==> src/rtl/prog_clock_divider.sv <==
// prog_clock_divider: N_CH independent 50%-duty clock dividers with glitch-free shadowed divisor reload
module prog_clock_divider #(
  parameter int N_CH = 3,
  parameter int CNT_W = 32,
  parameter logic [N_CH*CNT_W-1:0] DIV_INIT = {32'd125000, 32'd25000000, 32'd50000000},
  localparam int LD_W = N_CH > 1 ? $clog2(N_CH) : 1
) (
  input  logic              sclk,
  input  logic              rst,
  input  logic              en,
  input  logic              sync,
  input  logic              ld_valid,
  input  logic [LD_W-1:0]   ld_ch,
  input  logic [CNT_W-1:0]  ld_div,
  output logic              ld_ready,
  output logic [N_CH-1:0]   clk_out,
  output logic [N_CH-1:0]   tick
);
  logic [CNT_W-1:0] cnt [N_CH];
  logic [CNT_W-1:0] act [N_CH];
  logic [CNT_W-1:0] shd [N_CH];
  logic [CNT_W-1:0] h [N_CH];
  logic [N_CH-1:0] pend, tc, hit;
  logic acc;
  always_comb begin
    ld_ready = 32'(ld_ch) < N_CH ? ~pend[ld_ch] : 1'b0;
    acc = ld_valid && ld_ready;
    for (int i = 0; i < N_CH; i++) begin
      h[i] = act[i] == '0 ? CNT_W'(1) : act[i];
      tc[i] = en && cnt[i] == h[i] - CNT_W'(1);
      hit[i] = acc && ld_ch == LD_W'(i);
    end
  end
  always_ff @(posedge sclk)
    for (int i = 0; i < N_CH; i++)
      if (rst) begin
        cnt[i] <= '0;
        clk_out[i] <= 1'b0;
        tick[i] <= 1'b0;
        pend[i] <= 1'b0;
        act[i] <= DIV_INIT[i*CNT_W +: CNT_W];
        shd[i] <= DIV_INIT[i*CNT_W +: CNT_W];
      end else if (sync) begin
        cnt[i] <= '0;
        clk_out[i] <= 1'b0;
        tick[i] <= 1'b0;
        pend[i] <= 1'b0;
        act[i] <= hit[i] ? ld_div : pend[i] ? shd[i] : act[i];
      end else begin
        tick[i] <= tc[i] && !clk_out[i];
        pend[i] <= hit[i] || (pend[i] && !tc[i]);
        if (hit[i]) shd[i] <= ld_div;
        if (tc[i] && pend[i]) act[i] <= shd[i];
        if (en) cnt[i] <= tc[i] ? '0 : cnt[i] + CNT_W'(1);
        if (tc[i]) clk_out[i] <= ~clk_out[i];
      end
endmodule

==> config.mk <==
export PLATFORM = sky130hd
export DESIGN_NAME = prog_clock_divider
export DESIGN_NICKNAME = d
export VERILOG_FILES = /design/src/rtl/prog_clock_divider.sv
export SDC_FILE = /design/constraint.sdc
export NUM_CORES = 1
export LEC_CHECK = 0
export ABC_AREA = 1
export BUFFER_PORTS_ARGS = -buffer_cell sky130_fd_sc_hd__buf_2
export CAP_MARGIN = 20
export CORE_MARGIN = 2
export CORE_UTILIZATION = 30
export CTS_BUF_LIST = sky130_fd_sc_hd__clkbuf_8
export CTS_CLUSTER_DIAMETER = 50
export CTS_CLUSTER_SIZE = 28
export DETAILED_ROUTE_END_ITERATION = 10
export GPL_ROUTABILITY_DRIVEN = 0
export PLACE_DENSITY = 0.47
export REMOVE_ABC_BUFFERS = 1
export SLEW_MARGIN = 0
export SYNTH_ARGS = -nofsm -noshare
export SYNTH_HDL_FRONTEND = slang
export SYNTH_SLANG_ARGS = --single-unit
==> constraint.sdc <==
create_clock -name sclk -period 5.3 [get_ports sclk]
set_input_delay 0.265 -clock sclk [delete_from_list [all_inputs] [get_ports sclk]]
set_output_delay 0.265 -clock sclk [all_outputs]
set_load 0.01 [all_outputs]
==> results of run 1 <==
-- Yosys cell counts, types with 9 or more instances --
cell	count
a211oi_1	11
a21oi_1	123
buf_4	9
clkbuf_1	36
dfxtp_1	9
edfxtp_1	288
inv_1	347
inv_2	13
nand2_1	495
nand3_1	154
nand3_2	16
nand3b_1	12
nand4_1	61
nor2_1	457
nor2_2	26
nor2_4	10
nor3_1	34
nor4_1	18
o211ai_1	10
o21ai_0	67
o21ai_1	24
or2_2	40
xnor2_1	49
xor2_1	116
-- per-stage QoR --
stage          hold WS, ns  area (µm²)  TNS [ns]
2_1_floorplan        0.482       19300    -12.33
3_3_place_gp         0.530       20800         0
3_5_place_dp         0.532       20800         0
4_1_cts             0.0133       21900         0
5_1_grt             0.0507       22000         0
6_report            0.0485       22000         0
-- power breakdown --
part | total [mW] | leakage, nW | internal [mW] | switching [mW]
Sequential | 2.82 | 3.02 | 2.70 | 0.120
Clock | 2.32 | 0.541 | 1.11 | 1.20
Combinational | 0.699 | 5.00 | 0.221 | 0.478
Total | 5.84 | 8.55 | 4.03 | 1.80
-- area by class of cell --
type | instances | area [µm²] | share of cell area
Tap cell | 855 | 1070 | 0.0487
Clock inverter | 38 | 464 | 0.0211
Antenna cell | 1 | 2.50 | 0.000114
Sequential cell | 297 | 8830 | 0.402
Timing Repair Buffer | 68 | 430 | 0.0196
Inverter | 364 | 1370 | 0.0622
Clock buffer | 46 | 633 | 0.0288
Multi-Input combinational cell | 1786 | 9170 | 0.417
-- how the worst max path moves through the flow --
stage               start          to  slack [ns]  depth (start not counted)
2_1_floorplan   act[2][8]   act[2][0]       -0.39                         21
5_1_grt        act[0][22]  cnt[0][24]        0.68                         22
6_report        act[2][7]  act[2][27]        1.02                         23
4_1_cts        act[1][25]   act[1][5]        0.97                         21
3_5_place_dp   act[1][25]  act[1][31]        1.01                         21
3_3_place_gp   act[1][25]  act[1][31]        1.03                         21
-- kinds of logic (layout without fill, tap and decap cells) --
family                     Yosys count  count (layout)
and+or+nand+nor                   1366            1366
buffers and inverters              427             516
DFF                                297             297
AOI/OAI and AO/OA                  245             245
xor gates and xnor gates           169             169
adders and majority gates            6               6
other                                0               1
-- cells in the final DEF, fill, tap and decap left out, types with 28 or more instances in the layout --
| cell type | netlist | layout |
|---|---|---|
| xnor2_1 | 49 | 49 |
| xor2_1 | 116 | 116 |
| edfxtp_1 | 288 | 288 |
| nor2_1 | 457 | 455 |
| nand3_1 | 154 | 154 |
| inv_1 | 347 | 348 |
| nor3_1 | 34 | 34 |
| nand2_1 | 495 | 493 |
| buf_2 | 6 | 45 |
| nor2_2 | 26 | 28 |
| a21oi_1 | 123 | 122 |
| or2_2 | 40 | 40 |
| o21ai_0 | 67 | 64 |
| clkbuf_8 | 3 | 46 |
| nand4_1 | 61 | 61 |
-- metal layers --
metal	track usage	up-vias
met5	0	-
met4	0.0525	0
met3	0.0233	92
met2	0.278	398
met1	0.239	7686
li1	-	8286
-- sequential cells by signal (all words and copies together), names as in the netlist --
signal and flops:
act 96, clk_out 3, cnt 96, pend 3
shd 96, tick 3
-- timing repair --
item                       4_1_cts  5_1_grt
setup endpoints to repair        0        0
hold buffers                     5        0
hold endpoints to repair         9        0
-- critical path, stage by stage (launching register included) --
cell	delay, ns
edfxtp_1	0.49
nor2_1	0.20
nand2_1	0.10
nor2_1	0.17
nand2_1	0.09
nor2_1	0.19
nor2_4	0.10
ha_1	0.23
nand3_1	0.12
inv_1	0.08
nand2_1	0.18
nor2_1	0.13
nand2_1	0.11
xor2_1	0.22
inv_1	0.06
nand2_1	0.07
nand2_1	0.06
a21oi_1	0.11
nand2_1	0.10
nor3_4	0.23
nand4_4	0.10
buf_4	0.24
a21boi_2	0.14
buf_4	0.38
==> metrics.txt, run 1 <==
Max clock buf depth 3; wl on met1 about 27000 µm; hold wc startpoint ld_div[1]; final setup margin roughly 1.0 ns; Yosys top cell area share 0.440; crit start category register; initial antenna violation count 1; Area contributors post-synth edfxtp_1, nand2_1, nor2_1; crit path DAT around 4.6 ns; chip height roughly 260 µm; hpwl dp between 40000 and 50000 µm; via count roughly 16000; Worst Path Required 5.62 ns; Power Total about 6 mW; Post-synth EDFFs 288; Post CTS Setup Buffer Count 0; post-synthesis compound-gate area fraction 0.0664; CP endpoint kind register; fraction of layout cells with a size suffix above 1 0.111; metal2 WL 26500 µm; Final Core Density 0.340; met3 wire len slightly above 3000 µm; Simple-Gate Fraction of Synth Area 0.315; Tmin final between 4 and 5 ns; P_leak 8.55 nW; TritonRoute pass-1 iters 5; vias in the first global route approximately 16000; clock sink total ~300; initial drt markers 1271; Hold Path Class in2reg; Peak VDD IR 0.136 mV; Via density between 4 and 5; PortBufs 45; Synth Area in Adders 0.00382; post_cts resized 0; H-tree levels 2; Worst Hold Depth 3; sequential fraction of the synthesis area 0.449; flops & latches, synth about 300; first-pass GRT wire length between 90000 and 100000 µm; Core Box Area around 0.065 mm²; Max-slew headroom 0.286; Post-Synth XOR/XNOR Area 0.0779; Finished Layout Cells roughly 3500; critical path type reg2reg; R2R Path End act[2][27]; die width between 200 and 300 µm; multiplexer share of the synthesized area 0; Post-DRT Antenna Nets 0; Setup Viol. Count Final 0; FP Rows 93; die area around 0.068 mm²; Starting Density 0.304; clock slew at reported path FFs 0.08 ns; Max Fanout on Critical Path 32; DP Worst Slack 1.01 ns; Final Net Count 2608; GRT Util Overall 0.172; total grt overflow 0; depth of the worst register-to-register path 23; Final Max Slew Viols 0; routed len/inst 16.9 µm; reg2reg start act[2][7]; TritonCTS clock tree built; Netlist cell types 63; fillers slightly below 7000; Warnings, synthesis 0; RSZ-0062 raised after global routing false; Gate Count Post-Synth about 2500; DP Cell Count between 3000 and 4000; synthesized cell area 0.0197 mm²; Root Driver clkbuf_8; Max Cap Viol 0; # IOs 46; P&R area growth vs syn 11.7%; largest family of logic cells by synthesized area simple AND/OR/NAND/NOR gates; Final Hold Vio Count 0; fmax 233 MHz; outcome finished clean; Worst-Margin Slew about 1.1 ns; Layout Skew about 0.039 ns; largest net degree at the start of global routing 65; period utilization 0.808; asr flop ratio synth 0; CTS buffer count 46; Total Wirelength approximately 58000 µm; Synth area leader edfxtp_1; DR DRC count 0; worst skew pair latency 0.68 ns; ys flop type edfxtp_1; top layer in use met4; power density over the cells 266 mW/mm²; Syn Area/Cell approximately 7.8 µm²; hold path endpoint act[0][1]; reg2reg setup slack around 1 ns
No activity file was read; power rests on OpenSTA's default activity.
==> run 2, diff against run 1 <==
- clock period: 5.3 -> 3.5 ns (I/O delays scaled with it)
==> metrics.txt, run 2 (synthesis results as in run 1) <==
outcome finished clean; Setup TNS 0 ns; initial drt markers between 1000 and 1500; Hold Path Class in2reg; Regs by FF count act: 96 flops, cnt: 96 flops, shd: 96 flops; Tmin final around 3.5 ns; final setup margin around 0.017 ns; register share of total power 0.466; Starting Density 0.304; total grt overflow 0; Total Wirelength roughly 64000 µm; fraction of layout cells with a size suffix above 1 0.275; Via density about 4.8; hpwl dp 45900 µm; worst skew pair latency 0.67 ns; Clock power frac 0.365; GRT Util Overall 0.181; Buf+Inv Stages, Crit Path 5; most common cell after layout, fill and taps aside nand2_1; fmax 287 MHz; die width approximately 260 µm; Final Max Slew Viols 0; CP dominant cell by count nor2_4; internal power about 6.3 mW; gr busiest metal met2; Switching Share 0.307; Post-DRT Antenna Nets 0; Final Net Count between 2000 and 3000; commonest cells after routing, fill and taps aside nand2_1, inv_1, nor2_1; Worst-Margin Slew between 0.9 and 1 ns; P_leak between 10 and 15 nW; largest net degree at the start of global routing 65; Final Hold Vio Count 0; clock slew at reported path FFs roughly 0.08 ns; Setup Viol. Count Final 0; Sw Pwr approximately 2.8 mW; Peak VDD IR between 0.2 and 0.25 mV; Max Fanout on Critical Path 8; met3 GRT Util 0.0199; Max Cap Viol 0; Core Box Area about 0.065 mm²; GR Layer Usage met2 0.297; Layout Skew 0.0442 ns; power density over the cells roughly 350 mW/mm²; Combinational Power Share 0.169; Max-slew headroom 0.388; via count ~18000; critical path type reg2reg; crit start category register; fillers 6559; FP Rows 93; die area a little under 0.07 mm²; Max clock buf depth 3; CP max stage cell edfxtp_1; initial antenna violation count 2; GRT met1 Usage 0.247; CP endpoint kind register; first-pass GRT wire length between 90000 and 100000 µm; DP Worst Slack -0.278 ns; Largest delay share family, worst path simple AND/OR/NAND/NOR gates; DR DRC count 0; vias in the first global route ~17000; Largest stage delay, worst path 0.42 ns; reg2reg setup slack between 0.015 and 0.02 ns; # IOs 46; CTS buffer count 47; PortBufs 45; TritonRoute pass-1 iters 5; clock sink total 297; routed len/inst 17.0 µm; H-tree levels 2; Root Driver clkbuf_8; period utilization 0.995; TritonCTS clock tree built; P&R area growth vs syn 31.3%; Final Core Density 0.400; crit path DAT 3.88 ns; chip height around 260 µm; Worst Path Required 3.90 ns; RSZ-0062 raised after global routing true
==> run 2: changes by cell type in the layout (fill, tap and decap cells not counted), moves of 23 or more <==
cell     previous run  this run
buf_4              17       247
nor2_1            455       337
nor2_2             28       116
nand2_1           493       454
nand2_2            10        40
nor2_4             10        40
nand3_1           154       131
==> run 2: worst paths after layout <==
check                           startpoint    endpoint  depth (start not counted)
worst max-delay path            act[0][31]   cnt[0][0]                         25
worst max register to register  act[0][31]   cnt[0][0]                         25
worst min register to register  shd[2][13]  act[2][13]                          2
worst min-delay path            ld_div[26]  shd[0][26]                          3
==> run 2: stage by stage <==
step                      hold WS (ns)  cells  power [mW]  area [µm²]
after floorplan                  0.392   2447        5.02       19300
after global placement           0.522   3539        5.55       22200
after detailed placement         0.523   3539        5.57       22200
after CTS                      0.00295   3696        9.03       24100
after global routing            0.0679   3760        9.49       25800
final                           0.0484   3761        9.09       25800
==> run 2: timing repair <==
item / 4_1_cts / 5_1_grt
setup endpoints to repair: 185 / 294
setup buffers: 39 / 53
gates cloned: 4 / 15
hold buffers: 27 / 0
gates resized for setup: 57 / 287
hold endpoints to repair: 64 / 0
pin swaps: 30 / 86
==> run 2: final cells by class <==
type                    instances  area (µm²)  share of cell area
flip-flops and latches        297        8830               0.342
well taps                     855        1070              0.0414
inverters                     364        1380              0.0535
diodes                          2        5.00            0.000194
clock inverters                40         369              0.0143
repair buffers                370        3250               0.126
clock buffers                  47         647              0.0251
multi-input cells            1786       10300               0.398
==> run 2: layer usage <==
layer  routed length (µm)  up-vias
met5                    0        -
met4                 1810        0
met3                 3070      105
met2                29800      463
met1                29200     8568
li1                     -     8895
==> run 2: power groups by stage <==
stage	combinational [mW]	sequential (mW)	clock [mW]
after floorplan	0.730	4.29	0
after global placement	1.25	4.31	0
after detailed placement	1.26	4.31	0
after CTS	1.36	4.24	3.43
after global routing	1.69	4.26	3.54
final	1.53	4.24	3.32
==> run 2: worst min-delay path, delay by kind of cell <==
| family | cells | cell delay (ns) |
|---|---|---|
| simple gates | 1 | 0.16 |
| buf+inv | 2 | 0.26 |
